File: config.mk
export PLATFORM = sky130hd
export DESIGN_NAME = insn_prefetch_queue_flat
export DESIGN_NICKNAME = d
export VERILOG_FILES = /design/src/rtl/insn_prefetch_queue_if.sv /design/src/rtl/insn_prefetch_queue.sv /design/src/flat_wrapper.sv
export SDC_FILE = /design/constraint.sdc
export NUM_CORES = 1
export LEC_CHECK = 0
export ABC_CLOCK_PERIOD_IN_PS = 7310
export CAP_MARGIN = 20
export CORE_MARGIN = 2
export CORE_UTILIZATION = 40
export CTS_BUF_LIST = sky130_fd_sc_hd__clkbuf_4 sky130_fd_sc_hd__clkbuf_8
export DETAILED_ROUTE_END_ITERATION = 6
export PLACE_DENSITY_LB_ADDON = 0.05
export SYNTH_ARGS = -nofsm -noshare
export SYNTH_HDL_FRONTEND = slang
export SYNTH_SLANG_ARGS = --single-unit
File: constraint.sdc
create_clock -name clk -period 7.31 [get_ports clk]
set_clock_uncertainty 0.2 [all_clocks]
set_input_delay 1.462 -clock clk [delete_from_list [all_inputs] [get_ports clk]]
set_output_delay 1.462 -clock clk [all_outputs]
set_load 0.03 [all_outputs]
File: src/rtl/insn_prefetch_queue_if.sv
// Instruction-memory request/return bus between the prefetch queue and imem.
// Latency: none; this bundle only carries signals.
// Backpressure: imem_req/imem_addr stay stable until imem_ack.
interface insn_prefetch_queue_if #(
    parameter int ADDR_W = 16
) ();
    logic              imem_req;
    logic [ADDR_W-1:0] imem_addr;
    logic              imem_ack;
    logic [15:0]       imem_data;

    // Prefetch queue side: issues requests and takes returned words.
    modport master (
        output imem_req,
        output imem_addr,
        input  imem_ack,
        input  imem_data
    );

    // Memory side: accepts requests and returns words.
    modport slave (
        input  imem_req,
        input  imem_addr,
        output imem_ack,
        output imem_data
    );
endinterface

File: src/rtl/insn_prefetch_queue.sv
// Fetch front end: one imem request in flight, DEPTH-entry word/PC FIFO, ir0/pc0 to decode.
// Latency: a word acked at edge E is in the FIFO after E and on ir0 after E+1; no bypass.
// Backpressure: stall holds ir0/pc0; new requests stop once FIFO entries plus in-flight reach DEPTH.
module insn_prefetch_queue #(
    parameter int                DEPTH    = 4,
    parameter int                ADDR_W   = 16,
    parameter logic [15:0]       NOP_WORD = 16'h0201,
    parameter logic [ADDR_W-1:0] RESET_PC = '0
) (
    input  logic                   clk,
    input  logic                   reset,
    input  logic                   fetch_en,
    insn_prefetch_queue_if.master  imem,
    input  logic                   redirect,
    input  logic [ADDR_W-1:0]      redirect_pc,
    input  logic                   stall,
    output logic [15:0]            ir0,
    output logic [ADDR_W-1:0]      pc0,
    output logic                   ir0_valid,
    output logic [$clog2(DEPTH):0] q_count
);
    localparam int PTR_W = $clog2(DEPTH);
    localparam int CNT_W = PTR_W + 1;
    localparam logic [CNT_W-1:0]  DEPTH_C = CNT_W'(DEPTH);
    localparam logic [CNT_W-1:0]  ONE_C   = CNT_W'(1);
    localparam logic [ADDR_W-1:0] PC_INC  = ADDR_W'(1);

    // IDLE: no request. BUSY: request whose word will be kept. DRAIN: request whose word is discarded.
    typedef enum logic [1:0] {
        IDLE  = 2'd0,
        BUSY  = 2'd1,
        DRAIN = 2'd2
    } state_t;

    state_t            state_q, state_d;
    logic              imem_req_q, imem_req_d;
    logic [ADDR_W-1:0] imem_addr_q, imem_addr_d;
    logic [ADDR_W-1:0] fetch_pc_q, fetch_pc_d;

    logic [15:0]       word_q [DEPTH];
    logic [15:0]       word_d [DEPTH];
    logic [ADDR_W-1:0] pcs_q  [DEPTH];
    logic [ADDR_W-1:0] pcs_d  [DEPTH];
    logic [PTR_W-1:0]  wr_ptr_q, wr_ptr_d;
    logic [PTR_W-1:0]  rd_ptr_q, rd_ptr_d;
    logic [CNT_W-1:0]  count_q, count_d;

    logic [15:0]       ir0_q, ir0_d;
    logic [ADDR_W-1:0] pc0_q, pc0_d;
    logic              ir0_valid_q, ir0_valid_d;

    logic              ack;
    logic              push;
    logic              pop;
    logic [CNT_W-1:0]  count_after_push;

    // imem_ack only means something while a request is up.
    assign ack = imem_req_q & imem.imem_ack;

    // Output stage: redirect blanks ir0, stall holds it, otherwise pop the FIFO head or show a NOP.
    always_comb begin
        ir0_d       = ir0_q;
        pc0_d       = pc0_q;
        ir0_valid_d = ir0_valid_q;
        pop         = 1'b0;
        if (redirect) begin
            ir0_d       = NOP_WORD;
            ir0_valid_d = 1'b0;
        end else if (stall) begin
            ir0_d       = ir0_q;
        end else if (count_q != '0) begin
            pop         = 1'b1;
            ir0_d       = word_q[rd_ptr_q];
            pc0_d       = pcs_q[rd_ptr_q];
            ir0_valid_d = 1'b1;
        end else begin
            ir0_d       = NOP_WORD;
            ir0_valid_d = 1'b0;
        end
    end

    // Fetch FSM: issue when a FIFO slot is free, chain requests on ack, squash the in-flight word on redirect.
    always_comb begin
        state_d          = state_q;
        imem_req_d       = imem_req_q;
        imem_addr_d      = imem_addr_q;
        fetch_pc_d       = fetch_pc_q;
        push             = 1'b0;
        // Occupancy after this edge's push; the pop matters because it frees a slot at the same edge.
        count_after_push = pop ? count_q : (count_q + ONE_C);
        case (state_q)
            IDLE: begin
                if (redirect) begin
                    fetch_pc_d = redirect_pc;
                end else if (fetch_en && (count_q < DEPTH_C)) begin
                    state_d     = BUSY;
                    imem_req_d  = 1'b1;
                    imem_addr_d = fetch_pc_q;
                end
            end
            BUSY: begin
                if (redirect) begin
                    fetch_pc_d = redirect_pc;
                    if (ack) begin
                        // Word returns this edge and is simply not pushed.
                        state_d    = IDLE;
                        imem_req_d = 1'b0;
                    end else begin
                        state_d    = DRAIN;
                    end
                end else if (ack) begin
                    push       = 1'b1;
                    fetch_pc_d = imem_addr_q + PC_INC;
                    if (fetch_en && (count_after_push < DEPTH_C)) begin
                        imem_addr_d = imem_addr_q + PC_INC;
                    end else begin
                        state_d    = IDLE;
                        imem_req_d = 1'b0;
                    end
                end
            end
            DRAIN: begin
                if (redirect) begin
                    fetch_pc_d = redirect_pc;
                end
                if (ack) begin
                    state_d    = IDLE;
                    imem_req_d = 1'b0;
                end
            end
            default: begin
                state_d    = IDLE;
                imem_req_d = 1'b0;
            end
        endcase
    end

    // FIFO bookkeeping: redirect empties it; push and pop together leave the count unchanged.
    always_comb begin
        word_d   = word_q;
        pcs_d    = pcs_q;
        wr_ptr_d = wr_ptr_q;
        rd_ptr_d = rd_ptr_q;
        count_d  = count_q;
        if (redirect) begin
            wr_ptr_d = '0;
            rd_ptr_d = '0;
            count_d  = '0;
        end else begin
            if (push) begin
                word_d[wr_ptr_q] = imem.imem_data;
                pcs_d[wr_ptr_q]  = imem_addr_q;
                wr_ptr_d         = wr_ptr_q + PTR_W'(1);
            end
            if (pop) begin
                rd_ptr_d = rd_ptr_q + PTR_W'(1);
            end
            case ({push, pop})
                2'b10:   count_d = count_q + ONE_C;
                2'b01:   count_d = count_q - ONE_C;
                default: count_d = count_q;
            endcase
        end
    end

    // All state and outputs are registered; reset abandons any outstanding request.
    always_ff @(posedge clk or posedge reset) begin
        if (reset) begin
            state_q     <= IDLE;
            imem_req_q  <= 1'b0;
            imem_addr_q <= RESET_PC;
            fetch_pc_q  <= RESET_PC;
            wr_ptr_q    <= '0;
            rd_ptr_q    <= '0;
            count_q     <= '0;
            ir0_q       <= NOP_WORD;
            pc0_q       <= '0;
            ir0_valid_q <= 1'b0;
            for (int i = 0; i < DEPTH; i++) begin
                word_q[i] <= '0;
                pcs_q[i]  <= '0;
            end
        end else begin
            state_q     <= state_d;
            imem_req_q  <= imem_req_d;
            imem_addr_q <= imem_addr_d;
            fetch_pc_q  <= fetch_pc_d;
            wr_ptr_q    <= wr_ptr_d;
            rd_ptr_q    <= rd_ptr_d;
            count_q     <= count_d;
            ir0_q       <= ir0_d;
            pc0_q       <= pc0_d;
            ir0_valid_q <= ir0_valid_d;
            for (int i = 0; i < DEPTH; i++) begin
                word_q[i] <= word_d[i];
                pcs_q[i]  <= pcs_d[i];
            end
        end
    end

    assign imem.imem_req  = imem_req_q;
    assign imem.imem_addr = imem_addr_q;
    assign ir0            = ir0_q;
    assign pc0            = pc0_q;
    assign ir0_valid      = ir0_valid_q;
    assign q_count        = count_q;
endmodule
File: src/flat_wrapper.sv
// flat-port wrapper written by rule: the top's interface ports become plain ports
module insn_prefetch_queue_flat 
#(
    parameter int                DEPTH    = 4,
    parameter int                ADDR_W   = 16,
    parameter logic [15:0]       NOP_WORD = 16'h0201,
    parameter logic [ADDR_W-1:0] RESET_PC = '0
)
  (clk, reset, fetch_en, redirect, redirect_pc, stall, ir0, pc0, ir0_valid, q_count, imem_imem_req, imem_imem_addr, imem_imem_ack, imem_imem_data);
  insn_prefetch_queue_if #(.ADDR_W(ADDR_W)) imem_i ();
  input  logic clk;
  input  logic reset;
  input  logic fetch_en;
  input  logic redirect;
  input  logic [ADDR_W-1:0] redirect_pc;
  input  logic stall;
  output logic [15:0] ir0;
  output logic [ADDR_W-1:0] pc0;
  output logic ir0_valid;
  output logic [$clog2(DEPTH):0] q_count;
  output wire logic [$bits(imem_i.imem_req)-1:0] imem_imem_req;
  output wire logic [$bits(imem_i.imem_addr)-1:0] imem_imem_addr;
  input wire logic [$bits(imem_i.imem_ack)-1:0] imem_imem_ack;
  input wire logic [$bits(imem_i.imem_data)-1:0] imem_imem_data;
  assign imem_imem_req = imem_i.imem_req;
  assign imem_imem_addr = imem_i.imem_addr;
  assign imem_i.imem_ack = imem_imem_ack;
  assign imem_i.imem_data = imem_imem_data;
  insn_prefetch_queue #(.DEPTH(DEPTH), .ADDR_W(ADDR_W), .NOP_WORD(NOP_WORD), .RESET_PC(RESET_PC)) u_core (.clk(clk), .reset(reset), .fetch_en(fetch_en), .imem(imem_i), .redirect(redirect), .redirect_pc(redirect_pc), .stall(stall), .ir0(ir0), .pc0(pc0), .ir0_valid(ir0_valid), .q_count(q_count));
endmodule
==> out/results.txt, run 1 <==
Clock Sink Count: 203
first-pass GRT wire length: 34,600 um
Crit. End Element: primary output
unique cell type count in the Yosys netlist: 55
number of DRC markers in iteration 0: 303
RSZ-0062 raised after global routing: false
P&R area growth vs syn: 19.4%
total number of vias: 5,895
CTS tree: built
post-synthesis xor/xnor area fraction: 1.77%
Starting Density: 40.4%
Die Area: 24,800 um^2
CP max stage delay: 0.78 ns
Highest Clock Rate: 274 MHz
Setup Crit Path Kind: register to primary output
gr usage total: 18.2%
setup_tns: 0 ns
Main synth FF type: dfrtp_1
family with the most delay on the worst path: buffers and inverters
post_cts resized: 0
post-synth net total: 740
mux contribution to synthesized area: 25.8%
status: finished, final reports clean
n_diodes: 0
Max FO, Critical Path: 14
crit path buf inv count: 1
top sig layer: met4
DRT antenna net count: 0
# H-tree levels: 2
CTS Buf Count: 38
Hold Buf Count CTS: 0
maxcap violations: 0
Worst-Skew Late Latency: 0.52 ns
Via density: 5.26
Die W: 157 um
power density cells: 413 nW/um^2
main combinational cell family by area after synthesis: multiplexers
Syn Std Cell Area: 9420 um^2
Power Total: 4640 uW
adder-cell share of the synthesized area: 1.18%
synthesized instance count: 694
drt first pass iters: 4
crit path time final: 3.65 ns
Reg clk slew, reported paths: 0.05 ns
Port Buffers: 90
setup violators final: 0
largest net degree at the start of global routing: 149
Placer Congestion: 0.749
Rows: 56
vias in the first global route: 6,285
met1 WL: 9630 um
Worst setup SP type: register
WL met3: 779 um
Post-CTS Setup Bufs: 0
IO Pins: 91
Slew headroom: 42.5%
worst path required time: 5.65 ns
Peak VDD IR: 0.282 mV
Routed WL per cell: 19.5 um
Fin. Hold Viols: 0
Die H: 157 um
Slew Limit Fails: 0
initial antenna violation count: 0
Yosys top cell area share: 53.4%
syn_area_per_cell: 13.6 um^2
share of cells above drive strength 1: 33.8%
Yosys top cell by area: dfrtp_1
core area: 23,300 um^2
wirelength, routed: 21,900 um
largest cells by area after synthesis: dfrtp_1 53%, mux2_2 17%, mux4_2 7.6%, buf_6 1.8%, a22o_1 1.3%
global route overflow: 0
Root Buffer: clkbuf_8
critical path cell sequence: clkdlybuf4s50_1
CP max stage cell: clkdlybuf4s50_1
clock tree buffer depth: 3
# nets final: 827
hpwl dp: 13,400 um
compound-gate portion of the synthesized area: 7.53%
register area share after synthesis: 53.9%
Hold Path Class: register to register
Leak: 0.00494 uW
Critical Path AT: 1.99 ns
EDFF count, synth: 0
Async SR Flop Fraction: 100%
period utilization: 49.9%
FF+latch count, synth: 203
Worst Max-Slew Pin Slew: 0.859 ns
Syn. warnings: 0
DRC violations left: 0
Met2 Wirelength: 11,100 um
post-synthesis simple-gate area fraction: 5.66%
## synth_stat cells (all sizes together) (5+ instances only)
| library cell | n |
|---|---|
| nand3 | 9 |
| xnor2 | 12 |
| o21ai | 29 |
| buf | 37 |
| a22o | 14 |
| ha | 8 |
| a31oi | 5 |
| nor3 | 11 |
| clkbuf | 21 |
| a21oi | 18 |
| nand2 | 31 |
| a32oi | 5 |
| mux4 | 32 |
| mux2 | 144 |
| inv | 8 |
| dfrtp | 201 |
| mux2i | 9 |
| nor2 | 33 |
| o22a | 14 |
| xor2 | 7 |
## power breakdown
part	switching, uW	internal (uW)	total [uW]	leakage (uW)
Sequential	361	1530	1890	0.00262
Clock	447	610	1060	0.000385
Combinational	814	883	1700	0.00193
## tightest hold or removal path, stage by stage (launching register included)
cell	delay, ns
dfrtp_1	0.34
nand2_1	0.04
o21ai_0	0.06
## layout by cell type (no fill, tap or decap), types with 8 or more instances in the layout
cell	n
ha_1	8
clkbuf_8	42
mux4_2	32
nor2_1	32
buf_4	13
xnor2_1	12
nand3_1	9
o21ai_0	23
o22a_1	14
a21oi_1	18
clkdlybuf4s50_1	90
mux2i_1	9
nand2_1	31
clkbuf_4	18
nor3_1	10
dfrtp_1	199
a22o_1	14
mux2_2	144
## metal layers
metal | vias up | GRT usage, %
met5 | - | 0
met4 | 0 | 5.15
met3 | 27 | 3.55
met2 | 115 | 31.5
met1 | 3048 | 23.3
li1 | 2705 | -
## through the flow
stage	hold slack, ns	cells	setup WS (ns)	util, %	instance area, um^2
floorplan	0.249	694	0.112	-	9420
CTS	0.284	1119	3.63	48.0	11200
finish	0.279	1121	3.66	48.2	11200
global route	0.305	1121	3.59	48.2	11200
global placement	0.264	1057	3.02	44.9	10500
detailed placement	0.273	1058	3.19	44.9	10500
## final timing paths
kind	start	depth (start not counted)	slack (ns)	to
max in group asynchronous	reset	4	4.18	u_core.pcs_q[25]$_DFFE_PP0P_
setup reg to reg	u_core.state_q[0]$_DFFE_PP0P_	7	4.69	u_core.word_q[44]$_DFFE_PP0P_
hold reg to reg	u_core.fetch_pc_q[9]$_DFFE_PP0P_	2	0.28	u_core.fetch_pc_q[9]$_DFFE_PP0P_
hold / removal	u_core.fetch_pc_q[9]$_DFFE_PP0P_	2	0.28	u_core.fetch_pc_q[9]$_DFFE_PP0P_
min in group asynchronous	reset	2	1.20	u_core.state_q[0]$_DFFE_PP0P_
setup / recovery	u_core.imem.imem_addr[2]$_DFFE_PP0P_	1	3.66	imem_imem_addr[2]
## final cells by class
class,count,area [um^2]
Clock buffer,60,713
Clock inverter,1,7.51
Fill cell,2059,12100
Timing Repair Buffer,105,1050
Multi-Input combinational cell,425,3960
Tap cell,319,399
Inverter,8,37.5
Sequential cell,203,5080
## kinds of logic after synthesis
group,after synthesis
flip-flops,203
multiplexers,185
AND/OR/NAND/NOR,109
AO/OA/AOI/OAI,103
buffers and inverters,66
XOR/XNOR,19
adder cells (fa/ha/maj),9
## registers in the layout, indices dropped and copies added (netlist names)
name,cells
u_core.pc0,16
u_core.imem.imem_req,1
u_core.word_q,64
u_core.q_count,3
u_core.state_q,2
u_core.wr_ptr_q,2
u_core.pcs_q,64
u_core.ir0_valid,1
u_core.ir0,16
u_core.fetch_pc_q,16
u_core.imem.imem_addr,16
u_core.rd_ptr_q,2
(Power assumes the default switching activity.)
==> run 2, diff against run 1 <==
ABC_CLOCK_PERIOD_IN_PS = 3000   (was 7310)
clock period = 3 ns   (was 7.31 ns; I/O delays follow)
==> run 2 against run 1 <==
Against the previous run:
- design area is 2.5% higher
- final cell count up 1.8%
- critical path type unchanged
- critical endpoint unchanged
- sequential share of layout area fell by 1.1 points
- combinational power grew to 2.5 times the previous value
- first-iteration DRC count is 16% lower
- register-to-register slack lost 4.1 ns
- highest routed layer unchanged
- non-clock buffer count grew 14
- core utilization up 1.2 points
==> out/results.txt, run 2 (same netlist as run 1, synthesis figures left out) <==
Seq. cell area: 5080 um^2 (unchanged)
Hold Path Class: primary input to async pin (was register to register)
# nets final: 842 (was 827)
hpwl dp: 14,600 um (was 13,400 um)
CP max stage delay: 0.77 ns (was 0.78 ns)
Crit. End Element: primary output (unchanged)
total number of vias: 6,049 (was 5,895)
power density cells: 1000 nW/um^2 (was 413 nW/um^2)
number of DRC markers in iteration 0: 254 (was 303)
share of cells above drive strength 1: 35.4% (was 33.8%)
CP max stage cell: clkdlybuf4s50_1 (unchanged)
Port Buffers: 90 (unchanged)
critical path cell sequence: clkdlybuf4s50_1 (unchanged)
Die H: 157 um (unchanged)
initial antenna violation count: 0 (unchanged)
Peak VDD IR: 0.487 mV (was 0.282 mV)
Rows: 56 (unchanged)
crit path time final: 2.76 ns
DRC violations left: 0 (unchanged)
IO Pins: 91 (unchanged)
Slew Limit Fails: 0 (unchanged)
footprint of the multi-input gates: 3960 um^2 (unchanged)
Worst-Skew Late Latency: 0.52 ns (about the same)
drt first pass iters: 4 (unchanged)
P&R area growth vs syn: 22.4% (was 19.4%)
Crit path depth: 1 (unchanged)
largest registers: u_core.pcs_q: 64 flops, u_core.word_q: 64 flops (unchanged)
Fin. Hold Viols: 0 (unchanged)
largest net degree at the start of global routing: 66 (was 149)
CTS tree: built (unchanged)
Post-CTS Setup Bufs: 0 (unchanged)
Placer Congestion: 0.735 (was 0.749)
setup violators final: 0 (unchanged)
wirelength, routed: 22,400 um (was 21,900 um)
core area: 23,300 um^2 (unchanged)
Reg clk slew, reported paths: 0.06 ns (was 0.05 ns)
CTS Buf Count: 39 (was 38)
R2R depth: 6 (was 7)
Critical Path AT: 1.96 ns (was 1.99 ns)
Die W: 157 um (unchanged)
# H-tree levels: 2 (unchanged)
Highest Clock Rate: 362 MHz
Starting Density: 40.4% (unchanged)
Setup Crit Path Kind: register to primary output (unchanged)
most frequent cells in the layout: 199 x dfrtp_1, 144 x mux2_2, 90 x clkdlybuf4s50_1 (unchanged)
status: finished, final reports clean (unchanged)
Slew headroom: 64.6% (was 42.5%)
fin area: 11,500 um^2 (was 11,200 um^2)
worst path required time: 2.20 ns (was 5.65 ns)
WHS: 0.258 ns (was 0.279 ns)
Via density: 5.30 (was 5.26)
Filler Cells Inserted: 2,026 (was 2,059)
Power Total: 11,600 uW (was 4640 uW)
maxcap violations: 0 (unchanged)
Worst Max-Slew Pin Slew: 0.530 ns (was 0.859 ns)
Final Core Density: 49.4% (was 48.2%)
most common cell after layout, fill and taps aside: dfrtp_1 (unchanged)
n_diodes: 0 (unchanged)
Routed WL per cell: 19.6 um (was 19.5 um)
DRT antenna net count: 0 (unchanged)
first-pass GRT wire length: 36,700 um (was 34,600 um)
Root Buffer: clkbuf_8 (unchanged)
Worst setup SP type: register (unchanged)
vias in the first global route: 6,709 (was 6,285)
Max FO, Critical Path: 14 (unchanged)
Clock Sink Count: 203 (unchanged)
clock tree buffer depth: 3 (unchanged)
Inst Count DP: 1,074 (was 1,058)
Hold Buf Count CTS: 0 (unchanged)
crit path buf inv count: 1 (unchanged)
family with the most delay on the worst path: buffers and inverters (unchanged)
placed inst area: 10,700 um^2 (was 10,500 um^2)
gr usage total: 19.2% (was 18.2%)
period utilization: 92.1%
Non-Filler Instances: 1,141 (was 1,121)
post_cts resized: 0 (unchanged)
Die Area: 24,800 um^2 (unchanged)
RSZ-0062 raised after global routing: false (unchanged)
Leak: 0.00509 uW (was 0.00494 uW)
global route overflow: 0 (unchanged)
run 2: cell count changes in the layout (fill, tap and decap cells not counted):
cell,delta
buf_12,+11
buf_4,+4
clkbuf_8,+4
clkinv_2,+3
buf_16,-1
inv_8,-1
run 2: path summary, 6_finish.rpt:
check                                                           from                               endpoint  slack [ns]
worst min-delay path                                           reset  u_core.imem.imem_addr[13]$_DFFE_PP0P_        0.26
min in group clk                    u_core.fetch_pc_q[1]$_DFFE_PP0P_       u_core.fetch_pc_q[1]$_DFFE_PP0P_        0.28
max in group asynchronous                                      reset          u_core.word_q[14]$_DFFE_PP0P_        1.59
worst min register to register      u_core.fetch_pc_q[1]$_DFFE_PP0P_       u_core.fetch_pc_q[1]$_DFFE_PP0P_        0.28
worst max register to register  u_core.imem.imem_addr[0]$_DFFE_PP0P_       u_core.fetch_pc_q[6]$_DFFE_PP0P_        0.61
worst max-delay path            u_core.imem.imem_addr[2]$_DFFE_PP0P_                      imem_imem_addr[2]        0.24
run 2: per-layer routing:
layer | share of wire (%) | GRT usage [%]
met5 | 0 | 0
met2 | 52 | 34.0
met3 | 3.6 | 3.39
met1 | 43 | 23.9
met4 | 1.9 | 6.02
run 2: layout make-up:
cell class	instances	area share, %
flip-flops and latches	203	44.1
multi-input cells	425	34.4
repair buffers	119	11.0
clock buffers	64	6.66
well taps	319	3.46
inverters	8	0.293
clock inverters	3	0.130
run 2: worst register-to-register path, stage by stage (launching register included):
cell	delay, ns
dfrtp_1	0.60
ha_1	0.47
and2_1	0.32
nand4_1	0.23
xnor2_1	0.19
mux2i_1	0.14
o21ai_0	0.10
run 2: stage by stage:
stage,TNS (ns),worst slack (ns)
finish,0,0.238
global route,0,0.144
CTS,0,0.186
detailed placement,0,0.151
global placement,0,0.243
floorplan,-86.16,-0.429
run 2: power by group:
part / internal [uW] / total, uW / switching (uW)
combinational: 2220 / 4270 / 2050
sequential: 3720 / 4570 / 848
clock: 1600 / 2720 / 1120
==> run 3, diff against run 2 <==
HOLD_SLACK_MARGIN = 0.06   (was default)
==> results of run 3 <==
Same layout as run 2: the final DEF is identical, and so are final timing and power.
